[src/rtl/load_store_unit.sv]
// Load/store unit: runs one decoded load or store against a 32-bit word bus with byte enables.
// Latency: accept at t, first beat at t+1, done at t+2 when aligned with zero-wait ack; each wait state
//          adds a cycle; an access that crosses a word boundary adds a second beat.
// Backpressure: beats are held stable until mem_ack; busy stays high until done and req_valid is
//               ignored while busy.
// Ports:
//   clk, reset                      clock, synchronous active-high reset
//   req_valid, data_r, data_w,      request strobe and decoded memory controls,
//   data_size, unsigned_value,      latched on accept
//   addr, wdata
//   busy, done, fault, rdata        status pulses and the sign/zero-extended load result
//   mem_req, mem_we, mem_addr,      word-addressed bus beat (lane-steered write data)
//   mem_be, mem_wdata
//   mem_rdata, mem_ack              bus response; read data valid in the ack cycle
module load_store_unit #(
    parameter bit ALLOW_MISALIGNED = 1'b1
) (
    input  logic        clk,
    input  logic        reset,
    input  logic        req_valid,
    input  logic        data_r,
    input  logic        data_w,
    input  logic [1:0]  data_size,
    input  logic        unsigned_value,
    input  logic [31:0] addr,
    input  logic [31:0] wdata,
    output logic        busy,
    output logic        done,
    output logic        fault,
    output logic [31:0] rdata,
    output logic        mem_req,
    output logic        mem_we,
    output logic [31:0] mem_addr,
    output logic [3:0]  mem_be,
    output logic [31:0] mem_wdata,
    input  logic [31:0] mem_rdata,
    input  logic        mem_ack
);

    typedef enum logic [1:0] {
        S_IDLE  = 2'd0,
        S_BEAT0 = 2'd1,
        S_BEAT1 = 2'd2,
        S_FIN   = 2'd3
    } state_t;

    state_t state_q, state_d;

    // Request-side lane math, evaluated on the raw inputs so it can be latched at accept.
    logic [3:0]  size_mask;
    logic [7:0]  lane_mask;
    logic [63:0] wide_w;
    logic        req_split;
    logic        req_seen;
    logic        req_bad;
    logic        accept;

    always_comb begin
        case (data_size)
            2'b00:   size_mask = 4'b0001;
            2'b01:   size_mask = 4'b0011;
            default: size_mask = 4'b1111;
        endcase
    end

    assign lane_mask = {4'b0000, size_mask} << addr[1:0];
    assign wide_w    = {32'b0, wdata} << {addr[1:0], 3'b000};
    assign req_split = |lane_mask[7:4];
    // data_r=data_w=0 is not a request at all; both set is a request that faults.
    assign req_seen  = (state_q == S_IDLE) && req_valid && (data_r || data_w);
    assign req_bad   = (data_r && data_w) || (data_size == 2'b11) ||
                       (req_split && !ALLOW_MISALIGNED);
    assign accept    = req_seen && !req_bad;

    // Latched request
    logic [1:0]  off_q;
    logic [1:0]  size_q;
    logic        uns_q;
    logic        we_q;
    logic        split_q;
    logic [3:0]  be1_q;
    logic [31:0] whi_q;
    logic [31:0] mem_addr_q;
    logic [3:0]  mem_be_q;
    logic [31:0] mem_wdata_q;
    logic [63:0] rbuf_q, rbuf_d;
    logic [31:0] rdata_q;
    logic        fault_q;

    // FSM: next state and control outputs
    always_comb begin
        state_d = state_q;
        busy    = 1'b0;
        done    = 1'b0;
        mem_req = 1'b0;
        case (state_q)
            S_IDLE: begin
                if (accept) state_d = S_BEAT0;
            end
            S_BEAT0: begin
                busy    = 1'b1;
                mem_req = 1'b1;
                if (mem_ack) state_d = split_q ? S_BEAT1 : S_FIN;
            end
            S_BEAT1: begin
                busy    = 1'b1;
                mem_req = 1'b1;
                if (mem_ack) state_d = S_FIN;
            end
            S_FIN: begin
                busy    = 1'b1;
                done    = 1'b1;
                state_d = S_IDLE;
            end
            default: state_d = S_IDLE;
        endcase
    end

    always_ff @(posedge clk) begin
        if (reset) state_q <= S_IDLE;
        else       state_q <= state_d;
    end

    // Read assembly: the ack-cycle data is merged in combinationally so the final
    // result can be registered on the same edge that enters FIN.
    logic [31:0] rsh;
    logic [31:0] load_val;
    logic        fin_entry;

    always_comb begin
        rbuf_d = rbuf_q;
        if (mem_ack && state_q == S_BEAT0) rbuf_d[31:0]  = mem_rdata;
        if (mem_ack && state_q == S_BEAT1) rbuf_d[63:32] = mem_rdata;
    end

    assign rsh = 32'(rbuf_d >> {off_q, 3'b000});

    always_comb begin
        case (size_q)
            2'b00:   load_val = uns_q ? {24'b0, rsh[7:0]}   : {{24{rsh[7]}}, rsh[7:0]};
            2'b01:   load_val = uns_q ? {16'b0, rsh[15:0]}  : {{16{rsh[15]}}, rsh[15:0]};
            default: load_val = rsh;
        endcase
    end

    assign fin_entry = (state_d == S_FIN) && (state_q != S_FIN);

    always_ff @(posedge clk) begin
        if (reset) begin
            off_q       <= 2'b00;
            size_q      <= 2'b00;
            uns_q       <= 1'b0;
            we_q        <= 1'b0;
            split_q     <= 1'b0;
            be1_q       <= 4'b0000;
            whi_q       <= 32'b0;
            mem_addr_q  <= 32'b0;
            mem_be_q    <= 4'b0000;
            mem_wdata_q <= 32'b0;
            rbuf_q      <= 64'b0;
            rdata_q     <= 32'b0;
            fault_q     <= 1'b0;
        end else begin
            fault_q <= req_seen && req_bad;
            rbuf_q  <= rbuf_d;
            if (accept) begin
                off_q       <= addr[1:0];
                size_q      <= data_size;
                uns_q       <= unsigned_value;
                we_q        <= data_w;
                split_q     <= req_split;
                be1_q       <= lane_mask[7:4];
                whi_q       <= wide_w[63:32];
                mem_addr_q  <= {addr[31:2], 2'b00};
                mem_be_q    <= lane_mask[3:0];
                mem_wdata_q <= wide_w[31:0];
            end
            // Second beat goes out the cycle after the first ack; address wraps mod 2^32.
            if (state_q == S_BEAT0 && mem_ack && split_q) begin
                mem_addr_q  <= mem_addr_q + 32'd4;
                mem_be_q    <= be1_q;
                mem_wdata_q <= whi_q;
            end
            if (fin_entry && !we_q) rdata_q <= load_val;
        end
    end

    assign fault     = fault_q;
    assign rdata     = rdata_q;
    assign mem_we    = mem_req && we_q;
    assign mem_addr  = mem_addr_q;
    assign mem_be    = mem_be_q;
    assign mem_wdata = mem_wdata_q;

endmodule

[config.mk]
export PLATFORM = sky130hd
export DESIGN_NAME = load_store_unit
export DESIGN_NICKNAME = d
export VERILOG_FILES = /design/src/rtl/load_store_unit.sv
export SDC_FILE = /design/constraint.sdc
export NUM_CORES = 1
export LEC_CHECK = 0
export CAP_MARGIN = 15
export CORE_MARGIN = 3
export CORE_UTILIZATION = 46
export DETAILED_ROUTE_END_ITERATION = 10
export PLACE_DENSITY = 0.77
export SLEW_MARGIN = 20
export SYNTH_ARGS = -nofsm -noshare
export SYNTH_HDL_FRONTEND = slang
export SYNTH_SLANG_ARGS = --single-unit
[constraint.sdc]
create_clock -name clk -period 2.4 [get_ports clk]
set_clock_uncertainty 0.2 [all_clocks]
set_input_delay 0.48 -clock clk [delete_from_list [all_inputs] [get_ports clk]]
set_output_delay 0.48 -clock clk [all_outputs]
set_load 0.02 [all_outputs]
Yosys cells after proc, flatten, opt, wreduce, memory -nomap -nowiden --
Cells that the tools add are included.
Storage, ports and cells: register bits after elaboration 210, input bits 105, output and inout bits 105, logic and storage cells 68
Operators by class: $add $sub $neg 1, equality and inequality tests 8, shift-type cells 3, multiplexer cells 20, reduce and logical (&&, ||, !) cells 22
Operators by type and width (count):
- 32-bit 2-to-1 mux | 8
- 32-bit one-hot mux with 2 select lines | 1
- 32-bit by 5-bit << shifter with 64-bit output | 1
- 64-bit by 5-bit right shift with 32-bit output | 1
- 32-bit by 3-bit adder with 32-bit output, second input constant | 1
- 1-bit logical AND | 11
- 2-bit equality test, second input constant | 4
- 4-bit 2-to-1 mux | 2
- 2-bit one-hot mux with 4 select lines | 1
- 4-bit one-hot mux with 2 select lines | 1
- 4-bit by 2-bit << shifter with 8-bit output | 1
- 2-bit by 1-bit equality test with 1-bit output, second input constant | 3
- 2-bit zero test | 3
- 2-bit 2-to-1 mux | 3
- 1-bit 2-to-1 mux | 4
- 4-bit OR reduction | 1
- 3-bit OR reduction | 1
- 1-bit zero test | 2
- 1-bit logical OR | 2
- 2-bit inequality test, second input constant | 1
- 2-bit nonzero test | 1
- 2-bit OR reduction | 1

Longest topological paths before layout --
Gate-level depths: netlist of run 1.
word-level depth 9, gate-level depth with buffers 11, depth with buffers taken out 7

Worst setup path before layout of run 1 --
Ideal clock, no wire load.
path type register to register, from register state_q[1], to register rdata_q[20] (netlist: rdata[20]), library setup time 0.124 ns, arrival 2.141 ns, data required time 2.076 ns, setup slack -0.065 ns, cell stages (with the launch flop) 12, path buffers 4, period minus slack after synthesis 2.465 ns, cell sequence dfxtp_1 -> inv_1 -> ha_1 -> buf_6 -> and2_4 -> buf_6 -> mux4_2 -> a32oi_1 -> and3_1 -> buf_6 -> buf_12 -> a22oi_2
On the way: longest elaborated chain between the ends 9, elaborated cells between the ends (all ways) 23, classes of those cells 5 x eq/ne; 1 x shift; 9 x mux; 8 x reduce/logical
RTL lines:
- start: declaration | line 47 | state_t state_q, state_d;
- start signal: assignment | line 121 | else state_q <= state_d;
- parallel branches: the longest is 9 deep, another holds 64-bit by 5-bit right shift with 32-bit output
- end signal: assignment | line 184 | if (fin_entry && !we_q) rdata_q <= load_val;
- end: declaration | line 87 | logic [31:0] rdata_q;
Parallel ways; which one is timed is not known. A chain may end at the register's enable or synchronous reset.

Final worst setup path of run 1 --
from register state_q[1], to register rdata_q[23] (netlist: rdata[23])
Same word-level chain as after synthesis.

==> results of run 1 <==
stage by stage:
stage	hold WS, ns	TNS (ns)	setup WS (ns)
5_1_grt	0.2599	-0.1928	-0.02717
2_1_floorplan	0.2321	0	0.01307
3_5_place_dp	0.2420	-30.18	-0.4755
4_1_cts	0.2421	0	0.003906
3_3_place_gp	0.2384	-24.97	-0.4197
6_report	0.2532	0	0.03669
kinds of logic (layout without fill, tap and decap cells):
kind of cell / after synthesis / after routing / share of synthesized area
flip-flops: 191 / 191 / 0.4071
multiplexers: 130 / 130 / 0.1624
other: 1 / 4 / 0.0003992
adder cells (fa/ha/maj): 6 / 6 / 0.007992
AO/OA/AOI/OAI: 222 / 222 / 0.1710
buffers and inverters: 98 / 354 / 0.05102
XOR/XNOR: 4 / 4 / 0.004530
AND/OR/NAND/NOR: 391 / 391 / 0.1956
layer usage:
metal | part of all wire | global-route usage | vias up
met1 | 0.45 | 0.3609 | 4279
met3 | 0.069 | 0.04345 | 43
met4 | 0.022 | 0.07460 | 0
met2 | 0.46 | 0.4039 | 359
met5 | 0 | 0 | -
li1 | - | - | 4285
registers in the layout, indices dropped and copies added (netlist names), 2 cells and up:
| signal | cells |
|---|---|
| mem_addr | 30 |
| rdata | 32 |
| mem_be | 4 |
| state_q | 2 |
| size_q | 2 |
| off_q | 2 |
| mem_wdata | 32 |
| rbuf_q | 56 |
| be1_q | 3 |
| whi_q | 24 |
worst paths after layout:
check	start	endpoint	slack [ns]	cells after the start
worst min-delay path	be1_q[2]	be1_q[2]	0.25	2
worst max-delay path	state_q[1]	rdata[23]	0.04	8
worst max register to register	state_q[1]	rdata[23]	0.04	8
worst min register to register	be1_q[2]	be1_q[2]	0.25	2
worst register-to-register path, cell delays in order, from the launching register on:
cell       delay (ns)
dfxtp_2          0.33
inv_2            0.08
ha_4             0.17
and2_4           0.18
mux4_2           0.54
a32oi_2          0.24
and3_4           0.27
clkbuf_16        0.18
a22oi_2          0.07
layout make-up:
type                            count  area (sq um)
Clock inverter                     15         188.9
Inverter                            7         26.28
Clock buffer                       17         425.4
Fill cell                        1576          6749
Multi-Input combinational cell    755          5186
Tap cell                          265         331.6
Timing Repair Buffer              315          3042
Antenna cell                        2         5.005
Sequential cell                   191          3827
power by group through the flow:
stage | Sequential [uW] | Combinational (uW) | Clock [uW]
floorplan | 4290 | 1920 | 0
global placement | 3990 | 3820 | 0
detailed placement | 4000 | 3900 | 0
CTS | 3940 | 3940 | 3010
global route | 3990 | 4340 | 3130
finish | 3950 | 4060 | 2970
repair_timing:
action / 4_1_cts / 5_1_grt
hold buffers: 0 / 0
setup endpoints to repair: 28 / 39
gates resized for setup: 10 / 12
pin swaps: 0 / 3
setup buffers: 0 / 3
cloned: 0 / 1
cells in the final DEF, fill, tap and decap left out, types with 4 or more instances in the layout:
| master | instances |
|---|---|
| clkdlybuf4s50_1 | 200 |
| dfxtp_1 | 188 |
| nor2_1 | 121 |
| nand2_1 | 104 |
| buf_4 | 96 |
| mux2i_1 | 90 |
| a21oi_1 | 71 |
| nand3_1 | 40 |
| nor3_1 | 36 |
| o211ai_1 | 27 |
| a211oi_1 | 26 |
| nand2b_1 | 26 |
| a22oi_1 | 20 |
| mux2_2 | 19 |
| clkbuf_16 | 18 |
| mux4_2 | 16 |
| a22oi_2 | 13 |
| nor4_1 | 12 |
| buf_12 | 12 |
| nand4_1 | 11 |
| a31oi_1 | 11 |
| a221oi_1 | 10 |
| a2bb2oi_1 | 10 |
| and3_1 | 7 |
| nor2b_1 | 7 |
| inv_1 | 6 |
| inv_6 | 6 |
| o21ai_0 | 5 |
| a311oi_1 | 5 |
| ha_1 | 5 |
| and2_1 | 4 |
| nand2_2 | 4 |
| mux2i_2 | 4 |
==> impl_results.md, run 1 <==
* Number of flops mapped to enable cells by yosys at 0
* Commonest cells post-synth: dfxtp_1, nor2_1, nand2_1
* Core area at 0.01978 sq mm
* # IOs at 210
* HP Class: flip-flop to flip-flop
* CP Buf/Inv Count at 2
* Avg Cell Area, Syn at 9.006 sq um
* DRT Pass-1 Iters at 5
* Final nets at 1398
* Clk_lat worst skew at 0.44 ns
* Die Y at 148.9 um
* Max VDD drop at 0.0005301 V
* CP arrival at 2.49 ns
* Async set or reset register ratio after synthesis at 0
* Seq/Total Area, Yosys at 0.4071
* Remaining DRCs at 0
* Number of global-route vias before repair at 8509
* Top delay family on crit path: multiplexers
* Synth-to-Final Area Change at 38.75%
* Hold Violations, Final at 0
* Routed Antenna Nets at 0
* Pwr Density at 842.8 mW/mm^2
* DR vias/cell at 5.722
* CTS sink count at 191
* Core Util, Final at 0.6588
* Post-Layout Cell Count at 1567
* Yosys top cell by area: dfxtp_1
* Slew margin rel. at 0.3202
* Total chip power at 10980 uW
* H-tree depth at 4
* Worst-Margin Slew at 1.018 ns
* Combinational share of power at 0.370
* Cells after DPL at 1529
* Clock power share at 0.271
* DR WL/cell at 18.63 um
* Placed cell area at 0.01229 sq mm
* Layout cell share with drive strength beyond 1 at 0.1708
* Crit start category: flip-flop
* I/O Buffers at 207
* Die W at 148.9 um
* Final setup violation count at 0
* CP Cell Sequence: inv_2 > ha_4 > and2_4 > mux4_2 > a32oi_2 > and3_4 > clkbuf_16 > a22oi_2
* CP max-delay cell: mux4_2
* DRT Wirelength at 29190 um
* Synth top area share at 0.4071
* Sw Share at 0.3455
* First-pass GRT wire length at 45770 um
* Overflow after GRT at 0
* Clock Path Buffers at 2
* GP Congestion at 0.9559
* Internal at 7189 uW
* WS Path Type: flip-flop to flip-flop
* Post-Synthesis Cells at 1043
* Most frequent cell after synthesis: dfxtp_1
* RSZ-0062 raised after global routing: true
* First DRT Iteration DRCs at 808
* Std-Cell Rows at 51
* Critical Path RT at 2.52 ns
* Worst path max stage delay at 0.54 ns
* CTS buffer count at 17
* Die area at 0.02217 sq mm
* Post-synth top flop: dfxtp_1
* Routed vias at 8966
* GRT Util Overall at 0.2555
* CTS Root Cell: clkbuf_16
* Initial Utilization at 0.4748
* Pins Over Slew Limit at 0
* CTS tree: done
* Post-synthesis cell type count at 65
* F_max at 423.1 MHz
* CTS clk-pin slew, worst paths at 0.08 ns
* Antenna violations before repair at 2
* Final instance area at 0.01303 sq mm
* Cell area after synthesis at 0.009393 sq mm
* NetSw at 3795 uW
* Worst setup EP type: flip-flop
* Leakage at 0.005010 uW
* Final Cycle Share at 0.9847
* Sequential power share at 0.359
* HPWL after detailed placement at 20980 um
* Max_cap viols at 0
* Synth Warn # at 0
* Synth Register Bits at 191
* Largest net degree at the start of global routing at 59
* Area contributors post-synth: dfxtp_1, mux2i_1, nor2_1
* CP max FO at 8
* Post-layout minimum cycle time at 2.363 ns
* Outcome: finished clean
Note: power is estimated with default switching activity, not from simulation.
==> run 2, diff against run 1 <==
--- a/config.mk
+++ b/config.mk
@@ -10,7 +10,7 @@
 export CORE_UTILIZATION = 46
 export DETAILED_ROUTE_END_ITERATION = 10
 export PLACE_DENSITY = 0.77
-export SLEW_MARGIN = 20
+export SKIP_CTS_REPAIR_TIMING = 1
 export SYNTH_ARGS = -nofsm -noshare
 export SYNTH_HDL_FRONTEND = slang
 export SYNTH_SLANG_ARGS = --single-unit
==> constraint.sdc (replaced) <==
create_clock -name clk -period 2 [get_ports clk]
set_clock_uncertainty 0.2 [all_clocks]
set_input_delay 0.4 -clock clk [delete_from_list [all_inputs] [get_ports clk]]
set_output_delay 0.4 -clock clk [all_outputs]
set_load 0.02 [all_outputs]
==> impl_results.md, run 2 (synthesis results as in run 1) <==
* CP startpoint: state_q[1]
* DR vias/cell at 5.865 (+2.5%)
* CP max-delay cell: mux4_2
* Most common cell after layout, fill and taps aside: dfxtp_1
* Most flops, register: rbuf_q
* CP Cell Sequence: inv_2 > ha_4 > and2_4 > mux4_2 > a32oi_2 > and3_4 > clkbuf_16 > a22oi_2
* Grt met3 use at 0.04315 (-0.0003039)
* Number of global-route vias before repair at 8751 (+2.8%)
* CTS Root Cell: clkbuf_16
* First-pass GRT wire length at 46550 um (+1.7%)
* CTS clk-pin slew, worst paths at 0.08 ns (about the same)
* Grt met1 use at 0.3376 (-0.02336)
* CP max FO at 8 (unchanged)
* Hold Violations, Final at 0 (unchanged)
* Clock Path Buffers at 2 (unchanged)
* Overflow after GRT at 0 (unchanged)
* Die area at 0.02217 sq mm (unchanged)
* Pwr Density at 967.1 mW/mm^2 (+15%)
* # IOs at 210 (unchanged)
* Worst-Margin Slew at 0.8068 ns (-0.2108 ns)
* Remaining DRCs at 0 (unchanged)
* Worst R2R Setup Slack at -0.39 ns (-0.43 ns)
* Gr busiest metal: met2
* FF-to-FF End: rdata[22]
* R2R depth at 8 (unchanged)
* Post-layout minimum cycle time at 2.390 ns (+0.02657 ns)
* HP Class: primary input to flip-flop
* Final Cycle Share at 1.195 (+0.2102)
* PnR worst setup slack at -0.3899 ns (-0.4266 ns)
* CTS buffer count at 17 (unchanged)
* Failing checks: negative setup slack
* Routed vias at 9618 (+7.3%)
* Met2 usage at 0.4404 (+0.03643)
* Slew margin rel. at 0.4602 (+0.1399)
* HPWL after detailed placement at 21700 um (+3.5%)
* Worst setup EP type: flip-flop
* Core area at 0.01978 sq mm (unchanged)
* Max VDD drop at 0.0007740 V (+46%)
* Final nets at 1472 (+5.3%)
* Max_cap viols at 0 (unchanged)
* Std-Cell Rows at 51 (unchanged)
* DRT Wirelength at 32840 um (+13%)
* Setup TNS at -23.44 ns (-23.44 ns)
* Initial Utilization at 0.4748 (unchanged)
* Antenna violations before repair at 4 (+2)
* CTS tree: done
* I/O Buffers at 207 (unchanged)
* Die Y at 148.9 um (unchanged)
* CP arrival at 2.52 ns (+0.03 ns)
* DR WL/cell at 20.02 um (+7.5%)
* Final setup violation count at 129 (+129)
* Routed Antenna Nets at 0 (unchanged)
* Critical Path RT at 2.13 ns (-0.39 ns)
* H-tree depth at 4 (unchanged)
* GRT Util Overall at 0.2607 (+0.005202)
* Worst path max stage delay at 0.56 ns (+0.02 ns)
* Fillers at 1349 (-14%)
* GP Congestion at 0.8832 (-7.6%)
* Layout cell share with drive strength beyond 1 at 0.2607 (+0.08997)
* Post-Layout Cell Count at 1640 (+4.7%)
* Crit start category: flip-flop
* F_max at 418.4 MHz (-1.1%)
* Die W at 148.9 um (unchanged)
* Leakage at 0.007134 uW (+42%)
* Crit Reg-Reg Startpoint: state_q[1]
* CTS sink count at 191 (unchanged)
* Pins Over Slew Limit at 0 (unchanged)
* First DRT Iteration DRCs at 733 (-9.3%)
* Commonest cells after routing, fill and taps aside: dfxtp_1, buf_4, nor2_1
* Setup crit end: rdata[22]
* Synth-to-Final Area Change at 52.31%
* Clk_lat worst skew at 0.44 ns (about the same)
* DRT Pass-1 Iters at 5 (unchanged)
* RSZ-0062 raised after global routing: true
* Outcome: complete, but fails checks
* Largest net degree at the start of global routing at 98 (+66%)
* WS Path Type: flip-flop to flip-flop
* Cells after DPL at 1571 (+2.7%)
* Largest register FFs at 56 (unchanged)
## run 2: how the worst min path moves through the flow
stage	start	to	slack (ns)	cells after the start
6_report	reset	mem_addr[3]	0.16	2
3_3_place_gp	whi_q[10]	whi_q[10]	0.24	2
4_1_cts	reset	rdata[7]	0.14	2
3_5_place_dp	whi_q[20]	mem_wdata[20]	0.25	2
5_1_grt	addr[1]	off_q[1]	0.16	3
2_1_floorplan	whi_q[16]	whi_q[16]	0.23	2
## run 2: where the power goes
part / switching [uW] / leakage (uW) / internal, uW
sequential: 405 / 0.00155 / 4360
combinational: 2920 / 0.00533 / 2900
clock: 1600 / 0.000253 / 1650
total: 4920 / 0.00713 / 8910
## run 2: cell type report
| type | instances | area [sq um] | area share |
|---|---|---|---|
| multi-input cells | 755 | 5535 | 0.3869 |
| repair buffers | 389 | 4029 | 0.2816 |
| flip-flops and latches | 191 | 3832 | 0.2679 |
| clock buffers | 19 | 442.9 | 0.03096 |
| well taps | 265 | 331.6 | 0.02318 |
| clock inverters | 12 | 103.9 | 0.007259 |
| inverters | 7 | 26.28 | 0.001837 |
| diodes | 2 | 5.005 | 0.0003498 |
## run 2: worst max-delay path, delay by kind of cell, from the launching register on
| kind | cells | cell delay (ns) |
|---|---|---|
| muxes | 1 | 0.56 |
| and+or+nand+nor | 2 | 0.43 |
| DFF | 1 | 0.34 |
| AOI/OAI and AO/OA | 2 | 0.32 |
| buffers and inverters | 2 | 0.25 |
| adders and majority gates | 1 | 0.17 |
## run 2: per-stage QoR
stage                     hold WS, ns  power, uW  area (sq um)  worst slack, ns    util
after floorplan                0.2321       7614          9657          -0.3412       -
after global placement         0.2391       9746         12810          -0.9000  0.6476
after detailed placement       0.2452       9834         12810          -0.9877  0.6476
final                          0.1559      13840         14310          -0.3899  0.7232
after CTS                      0.1376      13040         13360          -0.6004  0.6753
after global routing           0.1572      14340         14310          -0.4245  0.7232
## run 2: per-layer routing
layer	wire length (um)	share of wire
met3	2599	0.079
met5	27	0.00082
met2	15980	0.49
met1	13050	0.40
met4	1180	0.036
==> patch (config.mk and constraints of run 1) <==
`rbuf_q` no longer has a reset.
--- a/src/rtl/load_store_unit.sv
+++ b/src/rtl/load_store_unit.sv
@@ -158,10 +158,8 @@
             mem_be_q    <= 4'b0000;
             mem_wdata_q <= 32'b0;
-            rbuf_q      <= 64'b0;
             rdata_q     <= 32'b0;
             fault_q     <= 1'b0;
         end else begin
             fault_q <= req_seen && req_bad;
-            rbuf_q  <= rbuf_d;
             if (accept) begin
                 off_q       <= addr[1:0];
@@ -186,4 +184,8 @@
     end
 
+    always_ff @(posedge clk) begin
+        rbuf_q <= rbuf_d;
+    end
+
     assign fault     = fault_q;
     assign rdata     = rdata_q;
Formal check against the unedited RTL: same outputs for any inputs over 4 cycles, from zero or initial values and one cycle with reset high; that may be too few to reach the edited logic, so the function may still have changed.
==> patch against run 1 <==
  * Sequential cell count is the same
  * Die area shrank 3.3%
  * Combinational power is 27% higher
  * Setup slack improved by 0.024 ns
  * Synthesized area fell by 3.5%
  * Wire length rose by 0.82%
  * Critical endpoint is now rdata[29]
  * Final area is 1.7% lower
  * Total power rose by 16%
==> patch: results (changes against run 1) <==
crit path to rdata[29]; delay of the slowest cell on the worst path 0.46 ns (-0.08 ns); part of the total power dissipated in the clock network 23.5% (-3.6 points); net switching power 4.53 mW (+19%); number of instances in the placed design 1494 (-2.3%); status complete, no violations; Global Route met3 Usage 4.59% (+0.25 points); count of antenna diodes in the layout 0 (-2); final worst path period share 97.5% (-1.0 points); IR Drop Worst-Case VDD 0.626 mV (+18%); maximum fanout encountered on the critical timing path 24 (+16); number of optimization iterations in the first detailed-route pass 7 (+2); kind of cell adding the most delay to the critical path buffers and inverters; number of buffer and inverter stages on the critical path 3 (+1); sequential fraction of the synthesis area 42.2% (+1.5 points); global routing met1 resource utilization 34.5% (-1.6 points); cell area after placement 12000 um2 (-2.0%); number of global-route vias before repair 8899 (+4.6%); Placer Congestion 0.928 (-3.0%); first-iteration detailed-routing DRC count 967 (+20%); routed length on met1 12100 um (-8.3%); tightest hold margin 0.257 ns (+0.00334 ns); aggregate global-route resource usage 26.6% (+1.0 points); worst flop-to-flop path endpoint mem_addr[21]; number of distinct library cells after synthesis 63 (-3.1%); fin nets 1368 (-2.1%); amount of wire on met2 after detailed routing 13700 um (+2.3%); HPWL after DPL 21200 um (+1.3%); data arrival time of the worst path 2.45 ns (-0.04 ns); worst min-delay path startpoint mem_wdata[25]; fraction of layout cells with a size suffix above 1 21.3% (+4.2 points); endpoint of the worst hold path mem_wdata[25]
patch: cell types whose count changed in the layout (fill, tap and decap cells not counted), sizes merged, moves of 8 or more:
| cell | before | now |
|---|---|---|
| mux2 | 19 | 86 |
| mux2i | 95 | 32 |
| nor2 | 121 | 82 |
| a22oi | 33 | 7 |
| nand2b | 26 | 1 |
| a311oi | 6 | 24 |
| a21oi | 71 | 54 |
| mux4 | 16 | 2 |
| a2bb2oi | 10 | 0 |
| a222oi | 0 | 8 |
| a31oi | 11 | 19 |
patch: cells by family after synthesis:
family	after synthesis	share of synthesized area [%]
simple gates	346	17.8
fa+ha+maj	6	0.828
xor+xnor	2	0.276
buf+inv	99	4.76
other cells	1	0.0414
mux	120	14.7
compound gates	242	19.4
flops	191	42.2
patch: cell type report:
class / count / area, um2
Sequential cell: 191 / 3820
Clock inverter: 15 / 216
Clock buffer: 17 / 425
Fill cell: 1525 / 6210
Tap cell: 260 / 325
Multi-Input combinational cell: 718 / 4930
Timing Repair Buffer: 320 / 3060
Inverter: 9 / 33.8
